[src/rtl/out_stream_collector_pkg.sv]
// Shared sizes, FSM state encoding and the signature rotate helper for the
// output-stream collector.
package out_stream_collector_pkg;

  localparam int LANES         = 8;
  localparam int DATA_W        = 32;
  localparam int CNT_W         = 16;
  localparam int FRAME_NIBBLES = 12;
  localparam int FRAME_W       = DATA_W + CNT_W;
  localparam int POP_W         = $clog2(LANES + 1);
  localparam int NIB_W         = $clog2(FRAME_NIBBLES);

  typedef enum logic [1:0] {
    ST_ACCUM = 2'd0,
    ST_FOLD  = 2'd1,
    ST_SHIFT = 2'd2,
    ST_DONE  = 2'd3
  } state_t;

  function automatic logic [DATA_W-1:0] rotl1(input logic [DATA_W-1:0] v);
    return {v[DATA_W-2:0], v[DATA_W-1]};
  endfunction

endpackage

[src/rtl/out_stream_if.sv]
// The eight HLS ap_fifo write-side streams feeding the collector.
// Handshake: a word transfers on a clock edge where C_out_k_write & C_out_k_full_n.
interface out_stream_if;
  import out_stream_collector_pkg::*;

  logic [DATA_W-1:0] C_out_0_din, C_out_1_din, C_out_2_din, C_out_3_din;
  logic [DATA_W-1:0] C_out_4_din, C_out_5_din, C_out_6_din, C_out_7_din;
  logic C_out_0_write, C_out_1_write, C_out_2_write, C_out_3_write;
  logic C_out_4_write, C_out_5_write, C_out_6_write, C_out_7_write;
  logic C_out_0_full_n, C_out_1_full_n, C_out_2_full_n, C_out_3_full_n;
  logic C_out_4_full_n, C_out_5_full_n, C_out_6_full_n, C_out_7_full_n;

  modport master (
    output C_out_0_din, C_out_1_din, C_out_2_din, C_out_3_din,
           C_out_4_din, C_out_5_din, C_out_6_din, C_out_7_din,
    output C_out_0_write, C_out_1_write, C_out_2_write, C_out_3_write,
           C_out_4_write, C_out_5_write, C_out_6_write, C_out_7_write,
    input  C_out_0_full_n, C_out_1_full_n, C_out_2_full_n, C_out_3_full_n,
           C_out_4_full_n, C_out_5_full_n, C_out_6_full_n, C_out_7_full_n
  );

  modport slave (
    input  C_out_0_din, C_out_1_din, C_out_2_din, C_out_3_din,
           C_out_4_din, C_out_5_din, C_out_6_din, C_out_7_din,
    input  C_out_0_write, C_out_1_write, C_out_2_write, C_out_3_write,
           C_out_4_write, C_out_5_write, C_out_6_write, C_out_7_write,
    output C_out_0_full_n, C_out_1_full_n, C_out_2_full_n, C_out_3_full_n,
           C_out_4_full_n, C_out_5_full_n, C_out_6_full_n, C_out_7_full_n
  );

endinterface

[src/rtl/out_stream_collector_lane_sig_accum.sv]
// One lane's rotate-XOR signature register; folds in a word only when accepted.
module lane_sig_accum
  import out_stream_collector_pkg::*;
(
  input  logic              clk,
  input  logic              rst_n,
  input  logic              accept,
  input  logic [DATA_W-1:0] din,
  output logic [DATA_W-1:0] sig
);

  always_ff @(posedge clk or negedge rst_n) begin
    if (!rst_n) begin
      sig <= '0;
    end else if (accept) begin
      sig <= rotl1(sig) ^ din;
    end
  end

endmodule

[src/rtl/out_stream_collector.sv]
// Sink for the kernel output streams: per-lane signatures plus a saturating word
// count, reported as a 12-nibble frame after ap_done, with a pass/fail probe.
module out_stream_collector
  import out_stream_collector_pkg::*;
#(
  parameter int EXPECTED_WORDS = 4096
) (
  input  logic         ap_clk,
  input  logic         ap_rst_n,
  out_stream_if.slave  c_out,
  input  logic         ap_done,
  output logic [3:0]   data_out,
  output logic         data_valid,
  output logic         probe_out,
  output state_t       dbg_state
);

  state_t state, state_nxt;

  logic [DATA_W-1:0]  din [LANES];
  logic [DATA_W-1:0]  sig [LANES];
  logic [LANES-1:0]   wr;
  logic [LANES-1:0]   accept;
  logic [LANES-1:0]   bad_wr;
  logic               full_n;
  logic [POP_W-1:0]   pop;
  logic [CNT_W:0]     cnt_sum;
  logic [CNT_W-1:0]   total_cnt;
  logic [DATA_W-1:0]  sig_fold;
  logic [FRAME_W-1:0] shift_reg;
  logic [NIB_W-1:0]   nib_cnt;
  logic               err;
  logic               probe_q;

  assign din[0] = c_out.C_out_0_din;
  assign din[1] = c_out.C_out_1_din;
  assign din[2] = c_out.C_out_2_din;
  assign din[3] = c_out.C_out_3_din;
  assign din[4] = c_out.C_out_4_din;
  assign din[5] = c_out.C_out_5_din;
  assign din[6] = c_out.C_out_6_din;
  assign din[7] = c_out.C_out_7_din;

  assign wr = {c_out.C_out_7_write, c_out.C_out_6_write, c_out.C_out_5_write,
               c_out.C_out_4_write, c_out.C_out_3_write, c_out.C_out_2_write,
               c_out.C_out_1_write, c_out.C_out_0_write};

  // Streams are only open while accumulating; full_n decodes the state register.
  assign full_n = (state == ST_ACCUM);

  assign c_out.C_out_0_full_n = full_n;
  assign c_out.C_out_1_full_n = full_n;
  assign c_out.C_out_2_full_n = full_n;
  assign c_out.C_out_3_full_n = full_n;
  assign c_out.C_out_4_full_n = full_n;
  assign c_out.C_out_5_full_n = full_n;
  assign c_out.C_out_6_full_n = full_n;
  assign c_out.C_out_7_full_n = full_n;

  assign accept = wr & {LANES{full_n}};
  assign bad_wr = wr & {LANES{~full_n}};

  for (genvar k = 0; k < LANES; k++) begin : g_lane
    lane_sig_accum u_lane (
      .clk    (ap_clk),
      .rst_n  (ap_rst_n),
      .accept (accept[k]),
      .din    (din[k]),
      .sig    (sig[k])
    );
  end

  always_comb begin
    pop      = '0;
    sig_fold = '0;
    for (int k = 0; k < LANES; k++) begin
      pop      = pop + POP_W'(accept[k]);
      sig_fold = sig_fold ^ sig[k];
    end
  end

  assign cnt_sum = {1'b0, total_cnt} + (CNT_W+1)'(pop);

  always_ff @(posedge ap_clk or negedge ap_rst_n) begin
    if (!ap_rst_n) begin
      total_cnt <= '0;
    end else if (cnt_sum[CNT_W]) begin
      total_cnt <= '1;
    end else begin
      total_cnt <= cnt_sum[CNT_W-1:0];
    end
  end

  always_ff @(posedge ap_clk or negedge ap_rst_n) begin
    if (!ap_rst_n) begin
      state <= ST_ACCUM;
    end else begin
      state <= state_nxt;
    end
  end

  always_comb begin
    state_nxt = state;
    unique case (state)
      ST_ACCUM: if (ap_done) state_nxt = ST_FOLD;
      ST_FOLD:  state_nxt = ST_SHIFT;
      ST_SHIFT: if (nib_cnt == NIB_W'(FRAME_NIBBLES - 1)) state_nxt = ST_DONE;
      ST_DONE:  state_nxt = ST_DONE;
      default:  state_nxt = ST_ACCUM;
    endcase
  end

  always_ff @(posedge ap_clk or negedge ap_rst_n) begin
    if (!ap_rst_n) begin
      shift_reg <= '0;
      nib_cnt   <= '0;
    end else if (state == ST_FOLD) begin
      shift_reg <= {sig_fold, total_cnt};
      nib_cnt   <= '0;
    end else if (state == ST_SHIFT) begin
      shift_reg <= shift_reg << 4;
      nib_cnt   <= nib_cnt + 1'b1;
    end
  end

  // A stray write on the last nibble still counts against the probe.
  always_ff @(posedge ap_clk or negedge ap_rst_n) begin
    if (!ap_rst_n) begin
      err     <= 1'b0;
      probe_q <= 1'b0;
    end else begin
      if (|bad_wr) err <= 1'b1;
      if (state == ST_SHIFT && state_nxt == ST_DONE) begin
        probe_q <= (int'(total_cnt) == EXPECTED_WORDS) & ~(err | (|bad_wr));
      end
    end
  end

  assign data_valid = (state == ST_SHIFT);
  assign data_out   = (state == ST_SHIFT) ? shift_reg[FRAME_W-1 -: 4] : 4'h0;
  assign probe_out  = probe_q;
  assign dbg_state  = state;

endmodule

[src/flat_wrapper.sv]
// flat-port wrapper written by rule: the top's interface ports become plain ports
module out_stream_collector_flat import out_stream_collector_pkg::*;
#(
  parameter int EXPECTED_WORDS = 4096
)
  (ap_clk, ap_rst_n, ap_done, data_out, data_valid, probe_out, dbg_state, c_out_C_out_0_din, c_out_C_out_1_din, c_out_C_out_2_din, c_out_C_out_3_din, c_out_C_out_4_din, c_out_C_out_5_din, c_out_C_out_6_din, c_out_C_out_7_din, c_out_C_out_0_write, c_out_C_out_1_write, c_out_C_out_2_write, c_out_C_out_3_write, c_out_C_out_4_write, c_out_C_out_5_write, c_out_C_out_6_write, c_out_C_out_7_write, c_out_C_out_0_full_n, c_out_C_out_1_full_n, c_out_C_out_2_full_n, c_out_C_out_3_full_n, c_out_C_out_4_full_n, c_out_C_out_5_full_n, c_out_C_out_6_full_n, c_out_C_out_7_full_n);
  out_stream_if c_out_i ();
  input  logic ap_clk;
  input  logic ap_rst_n;
  input  logic ap_done;
  output logic [3:0] data_out;
  output logic data_valid;
  output logic probe_out;
  output state_t dbg_state;
  input wire logic [$bits(c_out_i.C_out_0_din)-1:0] c_out_C_out_0_din;
  input wire logic [$bits(c_out_i.C_out_1_din)-1:0] c_out_C_out_1_din;
  input wire logic [$bits(c_out_i.C_out_2_din)-1:0] c_out_C_out_2_din;
  input wire logic [$bits(c_out_i.C_out_3_din)-1:0] c_out_C_out_3_din;
  input wire logic [$bits(c_out_i.C_out_4_din)-1:0] c_out_C_out_4_din;
  input wire logic [$bits(c_out_i.C_out_5_din)-1:0] c_out_C_out_5_din;
  input wire logic [$bits(c_out_i.C_out_6_din)-1:0] c_out_C_out_6_din;
  input wire logic [$bits(c_out_i.C_out_7_din)-1:0] c_out_C_out_7_din;
  input wire logic [$bits(c_out_i.C_out_0_write)-1:0] c_out_C_out_0_write;
  input wire logic [$bits(c_out_i.C_out_1_write)-1:0] c_out_C_out_1_write;
  input wire logic [$bits(c_out_i.C_out_2_write)-1:0] c_out_C_out_2_write;
  input wire logic [$bits(c_out_i.C_out_3_write)-1:0] c_out_C_out_3_write;
  input wire logic [$bits(c_out_i.C_out_4_write)-1:0] c_out_C_out_4_write;
  input wire logic [$bits(c_out_i.C_out_5_write)-1:0] c_out_C_out_5_write;
  input wire logic [$bits(c_out_i.C_out_6_write)-1:0] c_out_C_out_6_write;
  input wire logic [$bits(c_out_i.C_out_7_write)-1:0] c_out_C_out_7_write;
  output wire logic [$bits(c_out_i.C_out_0_full_n)-1:0] c_out_C_out_0_full_n;
  output wire logic [$bits(c_out_i.C_out_1_full_n)-1:0] c_out_C_out_1_full_n;
  output wire logic [$bits(c_out_i.C_out_2_full_n)-1:0] c_out_C_out_2_full_n;
  output wire logic [$bits(c_out_i.C_out_3_full_n)-1:0] c_out_C_out_3_full_n;
  output wire logic [$bits(c_out_i.C_out_4_full_n)-1:0] c_out_C_out_4_full_n;
  output wire logic [$bits(c_out_i.C_out_5_full_n)-1:0] c_out_C_out_5_full_n;
  output wire logic [$bits(c_out_i.C_out_6_full_n)-1:0] c_out_C_out_6_full_n;
  output wire logic [$bits(c_out_i.C_out_7_full_n)-1:0] c_out_C_out_7_full_n;
  assign c_out_i.C_out_0_din = c_out_C_out_0_din;
  assign c_out_i.C_out_1_din = c_out_C_out_1_din;
  assign c_out_i.C_out_2_din = c_out_C_out_2_din;
  assign c_out_i.C_out_3_din = c_out_C_out_3_din;
  assign c_out_i.C_out_4_din = c_out_C_out_4_din;
  assign c_out_i.C_out_5_din = c_out_C_out_5_din;
  assign c_out_i.C_out_6_din = c_out_C_out_6_din;
  assign c_out_i.C_out_7_din = c_out_C_out_7_din;
  assign c_out_i.C_out_0_write = c_out_C_out_0_write;
  assign c_out_i.C_out_1_write = c_out_C_out_1_write;
  assign c_out_i.C_out_2_write = c_out_C_out_2_write;
  assign c_out_i.C_out_3_write = c_out_C_out_3_write;
  assign c_out_i.C_out_4_write = c_out_C_out_4_write;
  assign c_out_i.C_out_5_write = c_out_C_out_5_write;
  assign c_out_i.C_out_6_write = c_out_C_out_6_write;
  assign c_out_i.C_out_7_write = c_out_C_out_7_write;
  assign c_out_C_out_0_full_n = c_out_i.C_out_0_full_n;
  assign c_out_C_out_1_full_n = c_out_i.C_out_1_full_n;
  assign c_out_C_out_2_full_n = c_out_i.C_out_2_full_n;
  assign c_out_C_out_3_full_n = c_out_i.C_out_3_full_n;
  assign c_out_C_out_4_full_n = c_out_i.C_out_4_full_n;
  assign c_out_C_out_5_full_n = c_out_i.C_out_5_full_n;
  assign c_out_C_out_6_full_n = c_out_i.C_out_6_full_n;
  assign c_out_C_out_7_full_n = c_out_i.C_out_7_full_n;
  out_stream_collector #(.EXPECTED_WORDS(EXPECTED_WORDS)) u_core (.ap_clk(ap_clk), .ap_rst_n(ap_rst_n), .c_out(c_out_i), .ap_done(ap_done), .data_out(data_out), .data_valid(data_valid), .probe_out(probe_out), .dbg_state(dbg_state));
endmodule
[config.mk]
export PLATFORM = sky130hd
export DESIGN_NAME = out_stream_collector_flat
export DESIGN_NICKNAME = d
export VERILOG_FILES = /design/src/rtl/out_stream_collector_pkg.sv /design/src/rtl/out_stream_if.sv /design/src/rtl/out_stream_collector_lane_sig_accum.sv /design/src/rtl/out_stream_collector.sv /design/src/flat_wrapper.sv
export SDC_FILE = /design/constraint.sdc
export NUM_CORES = 1
export LEC_CHECK = 0
export ABC_AREA = 1
export CORE_MARGIN = 2
export CORE_UTILIZATION = 26
export CTS_BUF_LIST = sky130_fd_sc_hd__clkbuf_4 sky130_fd_sc_hd__clkbuf_8
export CTS_CLUSTER_SIZE = 12
export DETAILED_ROUTE_END_ITERATION = 12
export GPL_TIMING_DRIVEN = 0
export PLACE_DENSITY = 0.55
export SLEW_MARGIN = 20
export SYNTH_ARGS = -nofsm -noshare
export SYNTH_HDL_FRONTEND = slang
export SYNTH_SLANG_ARGS = --single-unit
[constraint.sdc]
create_clock -name ap_clk -period 7 [get_ports ap_clk]
set_input_delay 0.7 -clock ap_clk [delete_from_list [all_inputs] [get_ports ap_clk]]
set_output_delay 0.7 -clock ap_clk [all_outputs]
set_load 0.005 [all_outputs]
* After elaboration in Yosys (flattened, before gate mapping)
Cells that the tools add are included.
** Storage, ports and cells
- Flip-flop bits (word level) :: 328
- Input port bits :: 267
- Output and inout port bits :: 16
- Word-level logic and storage cells :: 63
** Cells by class
- Add/sub/neg operators :: 9
- Equal/unequal tests :: 6
- Muxes and demuxes :: 9
- Bitwise logic cells :: 21
- Reduce and logical (&&, ||, !) cells :: 4
** Operators with widths (number)
- $xor A32 B32 Y32 :: 15
- $mux W48 :: 2
- $add A4 B1 Y4 :: 6
- $add A16 B4 Y17 :: 1
- $and A8 B8 Y8 :: 2
- $eq A16 B14 Y1 const B :: 1
- $mux W16 :: 1
- $mux W4 :: 3
- $pmux W2 S4 :: 1
- $reduce_or A8 Y1 :: 1
- $eq A2 B2 Y1 const B :: 3
- $add A4 B1 Y4 const B :: 1
- $eq A4 B4 Y1 const B :: 1
- $mux W2 :: 2
- $add A1 B1 Y2 :: 1
- $eq A2 B1 Y1 const B :: 1
- $logic_not A2 Y1 :: 1
- $not A1 Y1 :: 2
- $reduce_bool A2 Y1 :: 1
- $and A1 B1 Y1 :: 1
- $logic_and A1 B1 Y1 :: 1
- $or A1 B1 Y1 :: 1

* Depth between registers and ports, before layout
- Depth in word-level cells :: 11
- Depth in mapped cells :: 23
- Gate-level depth less buffers :: 20

* Modules after synthesis
Synthesis repeated with hierarchy kept, for this count alone.
** Unflattened totals
- Cell total of the unflattened synthesis :: 3356
- Area, all modules :: 22039.9 um2
** By module, submodules not included
- lane_sig_accum :: times used 8, cells an instance 264, area an instance 1816.7 um2, sequential area each 800.8 um2
- out_stream_collector :: times used 1, cells an instance 1244, area an instance 7505.9 um2, sequential area each 1801.7 um2

* Worst setup path after synthesis
No wires, ideal clock.
- Path type :: register -> register
- Start point :: register u_core.state[0] (netlist: u_core.dbg_state[0])
- End point :: register u_core.total_cnt[13]
- Setup time :: 0.067 ns
- Data arrival time :: 4.738 ns
- Data required time :: 6.933 ns
- Slack :: 2.195 ns
- Stages on the path, launching flop included :: 23
- Buffers on the path :: 4
- Clock period less this slack :: 4.805 ns
- Path through :: dfrtp_1 > inv_1 > ha_1 > buf_2 > nand2_1 > buf_2 > buf_2 > inv_1 > ha_1 > inv_1 > fa_1 > fa_1 > fa_1 > fa_1 > xnor2_1 > ha_1 > nand2_2 > o21ai_2 > nand2_2 > nor2_4 > nand2_4 > buf_8 > nand3_2
** On the way
- Word-level cells in the longest chain between the ends :: 11
** Ends and longest elaborated chain
- start: declaration :: line out_stream_collector.sv:18 : state_t state, state_nxt;
- start signal: assignment :: line out_stream_collector.sv:98 : state <= state_nxt;
- $logic_not A2 Y1 :: line out_stream_collector.sv:49 : assign full_n = (state == ST_ACCUM);
- net c_out_C_out_0_full_n :: line flat_wrapper.sv:31 : output wire logic [$bits(c_out_i.C_out_0_full_n)-1:0] c_out_C_out_0_full_n;
- $and A8 B8 Y8 :: line out_stream_collector.sv:60 : assign accept = wr & {LANES{full_n}};
- net u_core.g_lane[0].u_lane.accept :: line out_stream_collector_lane_sig_accum.sv:7 : input logic accept,
- $add A1 B1 Y2 :: line out_stream_collector.sv:77 : pop = pop + POP_W'(accept[k]);
- $add A4 B1 Y4 (6 in a row) :: line out_stream_collector.sv:77
- $add A16 B4 Y17 :: line out_stream_collector.sv:82 : assign cnt_sum = {1'b0, total_cnt} + (CNT_W+1)'(pop);
- $mux W16 :: line out_stream_collector.sv:87 : end else if (cnt_sum[CNT_W]) begin
- end signal: assignment :: line out_stream_collector.sv:90 : total_cnt <= cnt_sum[CNT_W-1:0];
- end: declaration :: line out_stream_collector.sv:28 : logic [CNT_W-1:0] total_cnt;
The timed path passes the listed nets, and every way through them passes these cells.
A chain may end at the register's enable or synchronous reset.

* Final worst setup path
- Start point :: register u_core.state[0] (netlist: u_core.dbg_state[0])
- End point :: register u_core.total_cnt[12]
** On the way
- Word-level cells in the longest chain between the ends :: 11
** Ends and longest elaborated chain (line)
- $logic_not A2 Y1 :: out_stream_collector.sv:49
- $and A8 B8 Y8 :: out_stream_collector.sv:60
- net u_core.g_lane[0].u_lane.accept :: out_stream_collector_lane_sig_accum.sv:7
- $add A1 B1 Y2 :: out_stream_collector.sv:77
- $add A4 B1 Y4 (6 in a row) :: out_stream_collector.sv:77
- $add A16 B4 Y17 :: out_stream_collector.sv:82
- $mux W16 :: out_stream_collector.sv:87
The timed path passes the listed nets, and every way through them passes these cells.

==> metrics <==
routed len/inst=16.1 um; Slew Viols, Final=0; Clk Tree Root Cell=clkbuf_8; Cells after Synth=2316; status=completed; crit path time final=5.91 ns; Slew Limit Headroom=47.8%; WP data arrival=6.48 ns; gr ovfl total=0; Net Switching=2.32 mW; CP Data Required Time=7.57 ns; maximum fanout along the worst path=11; Worst R2R Path Depth=22; R2R Setup Slk=1.09 ns; Avg Cell Area, Syn=7.96 um^2; cts repair resizes=0; Routed Antenna Nets=0; CP endpoint kind=flop; sequential power share=39.7%; full die area=73100 um^2; Fill cells=7470; num ports=283; first-pass GRT wire length=89300 um; synth cell count leaders=743 x nand2_1, 328 x dfrtp_1, 290 x xnor2_1; Yosys top cell area share=44.5%; Worst Path Class, Setup=flop to flop; cell accounting for the most synthesized area=dfrtp_1; overall power=6.70 mW; startpoint types=flop; worst r2r src=u_core.dbg_state[0]; clk_lat worst skew=0.66 ns; CTS tree=yes; total number of vias=15800; DRC=0; CTS buffer count=68; Worst Hold Class=primary input to async pin; Placement Setup Slack=1.11 ns; number of global-route vias before repair=15300; Post-DP HPWL=46300 um; largest net degree at the start of global routing=89; stages on the worst setup path=22; Clock Sinks=328; CP Cell Sequence=inv_1 -> ha_1 -> buf_2 -> nand2_1 -> buf_2 -> buf_2 -> inv_1 -> ha_1 -> inv_1 -> fa_1 -> fa_1 -> fa_1 -> fa_1 -> xnor2_1 -> ha_1 -> nand2_2 -> o21ai_2 -> nand2_2 -> nor2_4 -> nand2_4 -> buf_8 -> nand2_2; worst-case clock skew=0.0393 ns; Layout area overhead=29.8%; number of flip-flops in the largest register=256; cell row count=97; Clock Path Buffers=3; Combinational Power Share=28.4%; final net count=2956; Via-to-Cell Ratio=4.31; Post-CTS Hold Buffers=0; sequential fraction of the synthesis area=44.5%; CTS H-tree lvls=3; drt total wl=58900 um; part of the cycle the worst path needs=84.4%; number of synthesized flops with an enable pin=0; Final WS setup=1.09 ns; post-route cell area=23900 um^2; share of cells above drive strength 1=8.28%; setup bufs post-CTS=0; Synth Cell Area=18400 um^2; Port Buf Inserts=282; Crit path top cell by count=fa_1; final setup violating endpoints=0; clock-pin slew on the worst setup and hold paths=0.06 ns; initial antenna violation count=6; 1st-pass router iterations=5; chip height=270 um; die width=270 um; CP delay by family, top=adder cells; maxcap violations=0; Clock Power Share=31.9%; DR iter-0 viols=1034; core box area=70100 um^2; top cells by area, synth=dfrtp_1 45%, nand2_1 15%, xnor2_1 14%, o21ai_0 7.2%, inv_1 5.7%; number of synthesis warnings=0; Async S/R FF share, synth=100%; Worst VDD drop=0.000129 V; R2R Path End=u_core.total_cnt[12]; Switching Fraction=34.6%; P per Cell Area=280 nW/um^2; Pleak=11.1 nW; Unique masters post-synth=35; final hold vios=0; Initial Utilization=26.3%; Seq cells post-synth=328; Critical-path top delay cell=ha_1; Syn Nets=2601; GPL Wtd Cong=0.824; worst path bufs/invs=7; Primary FF master, synth=dfrtp_1; post-placement cell area=22500 um^2; worst-margin pin slew=0.784 ns; crit-path max cell delay=0.69 ns; most common cell in the synthesized netlist=nand2_1; RSZ-0062 raised after global routing=false; Highest Clock Rate=169 MHz; Tot GR Track Use=16.1%; Pint=4.39 mW
cell families (layout without fill, tap and decap cells):
| kind of cell | count (synthesis) | after routing | share of synthesized area [%] |
|---|---|---|---|
| AND/OR/NAND/NOR | 999 | 999 | 23.1 |
| multiplexers | 1 | 1 | 0.0543 |
| flip-flops | 328 | 328 | 44.5 |
| AO/OA/AOI/OAI | 320 | 320 | 9.24 |
| XOR/XNOR | 291 | 291 | 13.8 |
| adder cells (fa/ha/maj) | 18 | 18 | 1.43 |
| buffers and inverters | 359 | 760 | 7.84 |
| other | 0 | 3 | 0 |
metrics by stage:
stage	TNS [ns]	std cells	hold WS (ns)	utilization (%)
after floorplan	0	2316	0.404	-
after global placement	-3442.65	3538	0.479	32.0
after detailed placement	0	3541	0.481	32.1
after CTS	0	3657	0.000285	34.1
after global routing	0	3657	0.0264	34.1
final	0	3660	0.0139	34.1
power by group through the flow:
| stage | registers [mW] | logic, mW | clock network (mW) |
|---|---|---|---|
| finish | 2.66 | 1.90 | 2.14 |
| global route | 2.72 | 2.21 | 2.31 |
| CTS | 2.66 | 1.95 | 2.22 |
| detailed placement | 2.69 | 1.95 | 0 |
| global placement | 2.69 | 1.91 | 0 |
| floorplan | 2.58 | 1.35 | 0 |
final cells by class:
| cell class | count | area (um^2) | area share [%] |
|---|---|---|---|
| multi-input combinational | 1629 | 8780 | 36.7 |
| sequential | 328 | 8210 | 34.3 |
| timing repair buffer | 285 | 2910 | 12.2 |
| clock buffer | 106 | 1300 | 5.42 |
| tap | 940 | 1180 | 4.91 |
| inverter | 280 | 1050 | 4.39 |
| buffer | 79 | 395 | 1.65 |
| clock inverter | 10 | 106 | 0.444 |
| antenna | 3 | 7.51 | 0.0314 |
layout by cell type, fill, tap and decap left out, types with 33 or more instances in the layout:
| cell type | count |
|---|---|
| clkbuf_8 | 80 |
| nand2_1 | 743 |
| o21ai_0 | 264 |
| buf_2 | 40 |
| xnor2_1 | 290 |
| nand3b_1 | 33 |
| clkdlybuf4s50_1 | 281 |
| nand3_1 | 147 |
| inv_1 | 278 |
| dfrtp_1 | 328 |
| or2_2 | 35 |
metal layers:
metal	track usage, %	vias up	part of all wire, %
met2	27.6	389	49
met4	4.86	10	2.0
li1	-	7990	-
met5	0	-	0.10
met3	3.38	83	5.7
met1	20.4	7306	43
worst reg2reg max path, stage by stage, from the launching register on:
cell and delay (ns):
dfrtp_1 0.43, inv_1 0.15, ha_1 0.69, buf_2 0.33, nand2_1 0.12, buf_2 0.23
buf_2 0.25, inv_1 0.11, ha_1 0.27, inv_1 0.08, fa_1 0.42, fa_1 0.48
fa_1 0.43, fa_1 0.44, xnor2_1 0.14, ha_1 0.38, nand2_2 0.07, o21ai_2 0.23
nand2_2 0.14, nor2_4 0.13, nand2_4 0.10, buf_8 0.18, nand2_2 0.07
worst max path at each step:
stage | slack, ns | startpoint | to
floorplan | 2.19 | u_core.dbg_state[0] | u_core.total_cnt[13]
global placement | -10.55 | ap_rst_n | u_core.g_lane[1].u_lane.sig[8]
detailed placement | 1.11 | u_core.dbg_state[0] | u_core.total_cnt[13]
CTS | 1.10 | u_core.dbg_state[0] | u_core.total_cnt[11]
global route | 0.79 | u_core.dbg_state[0] | u_core.total_cnt[4]
finish | 1.09 | u_core.dbg_state[0] | u_core.total_cnt[12]
Note: power is estimated with default switching activity, not from simulation.
==> variant 1, RTL diff (config.mk and constraints unchanged) <==
Make the reset (`ap_rst_n` and `rst_n`) synchronous in 5 clocked blocks.
--- a/src/rtl/out_stream_collector_lane_sig_accum.sv
+++ b/src/rtl/out_stream_collector_lane_sig_accum.sv
@@ -9,7 +9,7 @@
   output logic [DATA_W-1:0] sig
 );
 
-  always_ff @(posedge clk or negedge rst_n) begin
+  always_ff @(posedge clk) begin
     if (!rst_n) begin
       sig <= '0;
     end else if (accept) begin
--- a/src/rtl/out_stream_collector.sv
+++ b/src/rtl/out_stream_collector.sv
@@ -81,7 +81,7 @@
 
   assign cnt_sum = {1'b0, total_cnt} + (CNT_W+1)'(pop);
 
-  always_ff @(posedge ap_clk or negedge ap_rst_n) begin
+  always_ff @(posedge ap_clk) begin
     if (!ap_rst_n) begin
       total_cnt <= '0;
     end else if (cnt_sum[CNT_W]) begin
@@ -91,7 +91,7 @@
     end
   end
 
-  always_ff @(posedge ap_clk or negedge ap_rst_n) begin
+  always_ff @(posedge ap_clk) begin
     if (!ap_rst_n) begin
       state <= ST_ACCUM;
     end else begin
@@ -110,7 +110,7 @@
     endcase
   end
 
-  always_ff @(posedge ap_clk or negedge ap_rst_n) begin
+  always_ff @(posedge ap_clk) begin
     if (!ap_rst_n) begin
       shift_reg <= '0;
       nib_cnt   <= '0;
@@ -124,7 +124,7 @@
   end
 
   // A stray write on the last nibble still counts against the probe.
-  always_ff @(posedge ap_clk or negedge ap_rst_n) begin
+  always_ff @(posedge ap_clk) begin
     if (!ap_rst_n) begin
       err     <= 1'b0;
       probe_q <= 1'b0;
Function: differs if ap_rst_n is asserted again (counterexample within 4 cycles, from zero or initial values and one cycle with ap_rst_n low); with ap_rst_n held inactive, the same outputs for 4 cycles.
==> variant 1 against the original RTL <==
- sequential cell count is the same
- sequential share of layout area shrank 5.7 points
- sequential power shrank 5%
- synthesized cell count grew 7.3%
- routed wire length grew 9.7%
- die area shrank 4.3%
- design area shrank 4.1%
- total power grew 4.8%
- setup slack gained 270 ps
- area after synthesis shrank 4.3%
- first-iteration DRC count shrank 8.3%
- via count grew 6.8%
- critical endpoint is now u_core.total_cnt[13]
- highest routed layer unchanged
==> variant 1: results (changes against the original RTL) <==
==============================================================================
Result of the run ............................................... finished clean   unchanged
Post-route clock skew ...........................................      35.0 ps   was 39.3 ps
Inserted Clock Buffers ..........................................           61   was 68
Capture point of the worst reg-to-reg path ...................... u_core.total_cnt[13]   was u_core.total_cnt[12]
Skew-Pair Late Insertion Delay ..................................       680 ps   was 660 ps
Max incr delay on CP ............................................       490 ps   was 690 ps
Final WS setup ..................................................      1360 ps   was 1090 ps
Peak supply drop ................................................   0.000138 V   was 0.000129 V
Vias in the first global route ..................................        15796   was 15270
Post-placement worst setup slack ................................      1310 ps   was 1110 ps
Post-synth net total ............................................         2770   was 2601
Min-delay worst type ............................................   reg -> reg   was in -> async
Synthesis warning total .........................................            0   unchanged
Startpoint of the worst-slack reg-to-reg timing path ............ u_core.dbg_state[0]   unchanged
Port-buffer cells ...............................................          282   unchanged
Final-stage net count ...........................................         3115   was 2956
Initial antenna violation count .................................            5   was 6
First-pass iteration count of the detailed router ...............            5   unchanged
Total routing usage reported by global routing ..................        0.181   was 0.161
Count of cells along the worst hold path ........................            2
Pin count of the biggest net entering global routing ............           16   was 89
Maximum clock path buffer count .................................            3   unchanged
DP HPWL .........................................................     50300 µm   was 46300 µm
Cell at the root of the clock tree ..............................     clkbuf_8   unchanged
Fraction of registers with async set/reset ......................            0   was 1.00
Worst slew pin tran .............................................       910 ps   was 784 ps
First-pass GRT wire length ......................................     95500 µm   was 89300 µm
Wire length per cell ............................................      17.2 µm   was 16.1 µm
Critical path peak fanout .......................................           10   was 11
Startpoint of the lowest-slack hold path ........................ u_core.shift_reg[21]
Final-layout worst hold slack ...................................       465 ps   was 13.9 ps
Cell with the largest stage delay on the worst path .............         fa_1   was ha_1
Number of buffers inserted to repair setup after CTS ............            0   unchanged
Vias ............................................................        16846   was 15778
Number of synthesized flops with an enable pin ..................            0   unchanged
Gate family responsible for the most delay along the worst path .  adder cells   unchanged
First DRT Iteration DRCs ........................................          948   was 1034
Largest register FFs ............................................          256   unchanged
H-tree depth reported by CTS ....................................            2   was 3
Setup slack, reg-to-reg .........................................      1360 ps   was 1090 ps
Kind of start point of the critical path ........................    flip-flop   unchanged
Critical path arrival ...........................................      6200 ps   was 6480 ps
Cell leakage power ..............................................      9.64 nW   was 11.1 nW
Top area cells in the synthesized netlist ....................... dfxtp_1, xnor2_1, nand2_1, a21oi_1, o21ai_0   was dfrtp_1, nand2_1, xnor2_1, o21ai_0, inv_1
Sequential cell area fraction in the yosys report ...............        0.372   was 0.445
Global placement routability congestion .........................        0.863   was 0.824
Worst reg2reg path depth ........................................           23   was 22
Post-cts resize count ...........................................            0   unchanged
Fraction of layout instances using a drive strength above 1 .....       0.0611   was 0.0828
Top cells by instance count after synthesis ..................... nand2_1, dfxtp_1, a21oi_1   was nand2_1, dfrtp_1, xnor2_1
==============================================================================
## variant 1: changes by cell type after synthesis, sizes merged, moves of 31 or more
cell,before,now
clkbuf,28,83
xor2,1,32
nand2,750,582
dfxtp,0,328
a21oi,5,305
dfrtp,328,0
o22ai,32,0
nand3b,33,0
## variant 1: logic make-up (layout without fill, tap and decap cells)
logic type      Yosys count  after routing  synth area share
flops                   328            328             0.372
xor+xnor                299            299             0.148
buf+inv                 414            811            0.0912
compound gates          598            598             0.177
simple gates            828            828             0.196
other cells               0              3                 0
fa+ha+maj                18             18            0.0149
## variant 1: stage by stage
| step | power (mW) | area, µm² | util | instances |
|---|---|---|---|---|
| after global placement | 4.93 | 21600 | 0.321 | 3640 |
| after CTS | 7.08 | 22900 | 0.342 | 3755 |
| after floorplan | 4.10 | 17600 | - | 2485 |
| after global routing | 7.50 | 22900 | 0.342 | 3756 |
| after detailed placement | 4.96 | 21600 | 0.321 | 3640 |
| final | 7.03 | 23000 | 0.342 | 3758 |
## variant 1: layout make-up
cell class | instances | area [µm²]
Timing Repair Buffer | 282 | 2820
Antenna cell | 3 | 7.51
Multi-Input combinational cell | 1743 | 9460
Inverter | 301 | 1130
Clock inverter | 10 | 80.1
Fill cell | 7164 | 44200
Buffer | 113 | 479
Tap cell | 873 | 1090
Sequential cell | 328 | 6570
Clock buffer | 105 | 1310
## variant 1: how the worst max path moves through the flow
stage                                       to  slack (ps)
after floorplan           u_core.total_cnt[13]        2190
after detailed placement  u_core.total_cnt[13]        1310
after CTS                 u_core.total_cnt[13]        1310
final                     u_core.total_cnt[13]        1360
after global placement    u_core.total_cnt[13]        1340
after global routing      u_core.total_cnt[13]         930
## variant 1: where the power goes
| part | internal (mW) | total (mW) | switching [mW] |
|---|---|---|---|
| registers | 2.20 | 2.54 | 0.345 |
| logic | 0.992 | 2.39 | 1.40 |
| clock network | 1.21 | 2.10 | 0.888 |
| total | 4.40 | 7.03 | 2.63 |
## variant 1: worst min-delay path, cell delays in order (launching register included)
cell and delay [ps]:
dfxtp_1 310, nand2_1 60, a21oi_1 50
## variant 1: per-layer routing
metal	GRT usage	routed length (µm)
met1	0.252	31300
met2	0.288	28300
met3	0.0251	3270
met4	0.0574	1640
met5	0	23
==> variant 2, RTL diff (same settings) <==
Made on the original files. Set the package constant `CNT_W` to 18 (it was 16).
--- a/src/rtl/out_stream_collector_pkg.sv
+++ b/src/rtl/out_stream_collector_pkg.sv
@@ -4,7 +4,7 @@
 
   localparam int LANES         = 8;
   localparam int DATA_W        = 32;
-  localparam int CNT_W         = 16;
+  localparam int CNT_W         = 18;
   localparam int FRAME_NIBBLES = 12;
   localparam int FRAME_W       = DATA_W + CNT_W;
   localparam int POP_W         = $clog2(LANES + 1);
Check against the original RTL: same outputs for any inputs over 4 cycles, from zero or initial values and one cycle with ap_rst_n low; that may be too few to reach the edited logic, so the function may still have changed.
==> variant 2 against the original RTL <==
- setup slack got worse by 360 ps
- area after synthesis up 1.2%
- die area up 1.2%
- total power grew 1.7%
- global-route usage about the same
- utilization is 0.10 points lower
- via count rose by 1.6%
- sequential cell count up 4
- design area rose by 1.2%
- routed wire length grew 0.72%
==> variant 2: results (changes against the original RTL) <==
======================================================================================
Min-delay worst type ....................................................   reg -> reg   was in -> async
Post-route clock skew ...................................................      50.7 ps   was 39.3 ps
Final-stage net count ...................................................         3000   was 2956
# diodes ................................................................            0   was 3
Top area cells in the synthesized netlist ............................... dfrtp_1, nand2_1, xnor2_1, o21ai_0, inv_1   unchanged
Cell with the largest stage delay on the worst path .....................         fa_1   was ha_1
Result of the run ....................................................... finished clean   unchanged
Cells after DPL .........................................................         3594   was 3541
Critical path arrival ...................................................      6820 ps   was 6480 ps
Power Sequential ........................................................      2.71 mW   was 2.66 mW
Cell leakage power ......................................................      11.3 nW   was 11.1 nW
Design Power ............................................................      6.82 mW   was 6.70 mW
Synthesized area per cell ...............................................     7.92 µm²   was 7.96 µm²
Placed cell areas .......................................................    22800 µm²   was 22500 µm²
Via-to-Cell Ratio .......................................................         4.32   was 4.31
Number of distinct standard cells referenced by the synthesized netlist .           33   was 35
Pin count of the biggest net entering global routing ....................           87   was 89
CTS hold repair buffers .................................................            1   was 0
Peak supply drop ........................................................   0.000121 V   was 0.000129 V
Global placement routability congestion .................................        0.806   was 0.824
Fill cell count .........................................................         7481   was 7470
Top cells by instance count after synthesis ............................. nand2_1, dfrtp_1, inv_1   was nand2_1, dfrtp_1, xnor2_1
Max incr delay on CP ....................................................       510 ps   was 690 ps
Sequential cell area fraction in the yosys report .......................        0.445   about the same
Wire length per cell ....................................................      16.0 µm   was 16.1 µm
Vias in the first global route ..........................................        15663   was 15270
Summed area of non-filler cells in the final layout .....................    24200 µm²   was 23900 µm²
Initial antenna violation count .........................................            3   was 6
DP HPWL .................................................................     46900 µm   was 46300 µm
First-pass GRT wire length ..............................................     90600 µm   was 89300 µm
Post-placement worst setup slack ........................................       631 ps   was 1110 ps
Internal portion of total power .........................................      4.46 mW   was 4.39 mW
Total routing usage reported by global routing ..........................        0.162   was 0.161
======================================================================================
-- variant 2: final cells by class --
cell class              instances  share of cell area
clock buffers                 100              0.0529
multi-input cells            1654               0.367
repair buffers                287               0.122
clock inverters                13             0.00614
inverters                     292              0.0452
plain buffers                  80              0.0151
well taps                     950              0.0491
flip-flops and latches        332               0.343
-- variant 2: final timing paths --
path	from	end	slack [ps]	cells after the start
hold reg to reg	u_core.probe_out	u_core.probe_out	480	2
hold / removal	u_core.probe_out	u_core.probe_out	480	2
min in group asynchronous	ap_rst_n	u_core.g_lane[6].u_lane.sig[29]	550	2
setup reg to reg	u_core.dbg_state[0]	u_core.total_cnt[15]	730	22
max in group asynchronous	ap_rst_n	u_core.g_lane[1].u_lane.sig[8]	5280	4
setup / recovery	u_core.dbg_state[0]	u_core.total_cnt[15]	730	22
-- variant 2: metal layers --
layer / vias to the layer above / global-route usage / wire length, µm / part of all wire
met5: - / 0 / 41 / 0.00069
met4: 6 / 0.0481 / 1290 / 0.022
met3: 80 / 0.0301 / 3030 / 0.051
met2: 354 / 0.282 / 29200 / 0.49
met1: 7472 / 0.203 / 25800 / 0.43
li1: 8112 / - / - / -
-- variant 2: kinds of logic after synthesis --
family                   after synthesis  share of synthesized area
buffers and inverters                372                     0.0784
AO/OA/AOI/OAI                        321                     0.0916
XOR/XNOR                             292                      0.137
AND/OR/NAND/NOR                     1022                      0.233
multiplexers                           1                   0.000536
flip-flops                           332                      0.445
adder cells (fa/ha/maj)               18                     0.0141
-- variant 2: worst reg2reg max path, delay by kind of cell (launching register included) --
family,cells,cell delay (ps)
DFF,1,500
xor gates and xnor gates,1,150
adders and majority gates,7,2990
AOI/OAI and AO/OA,1,270
buffers and inverters,7,1660
and+or+nand+nor,6,630
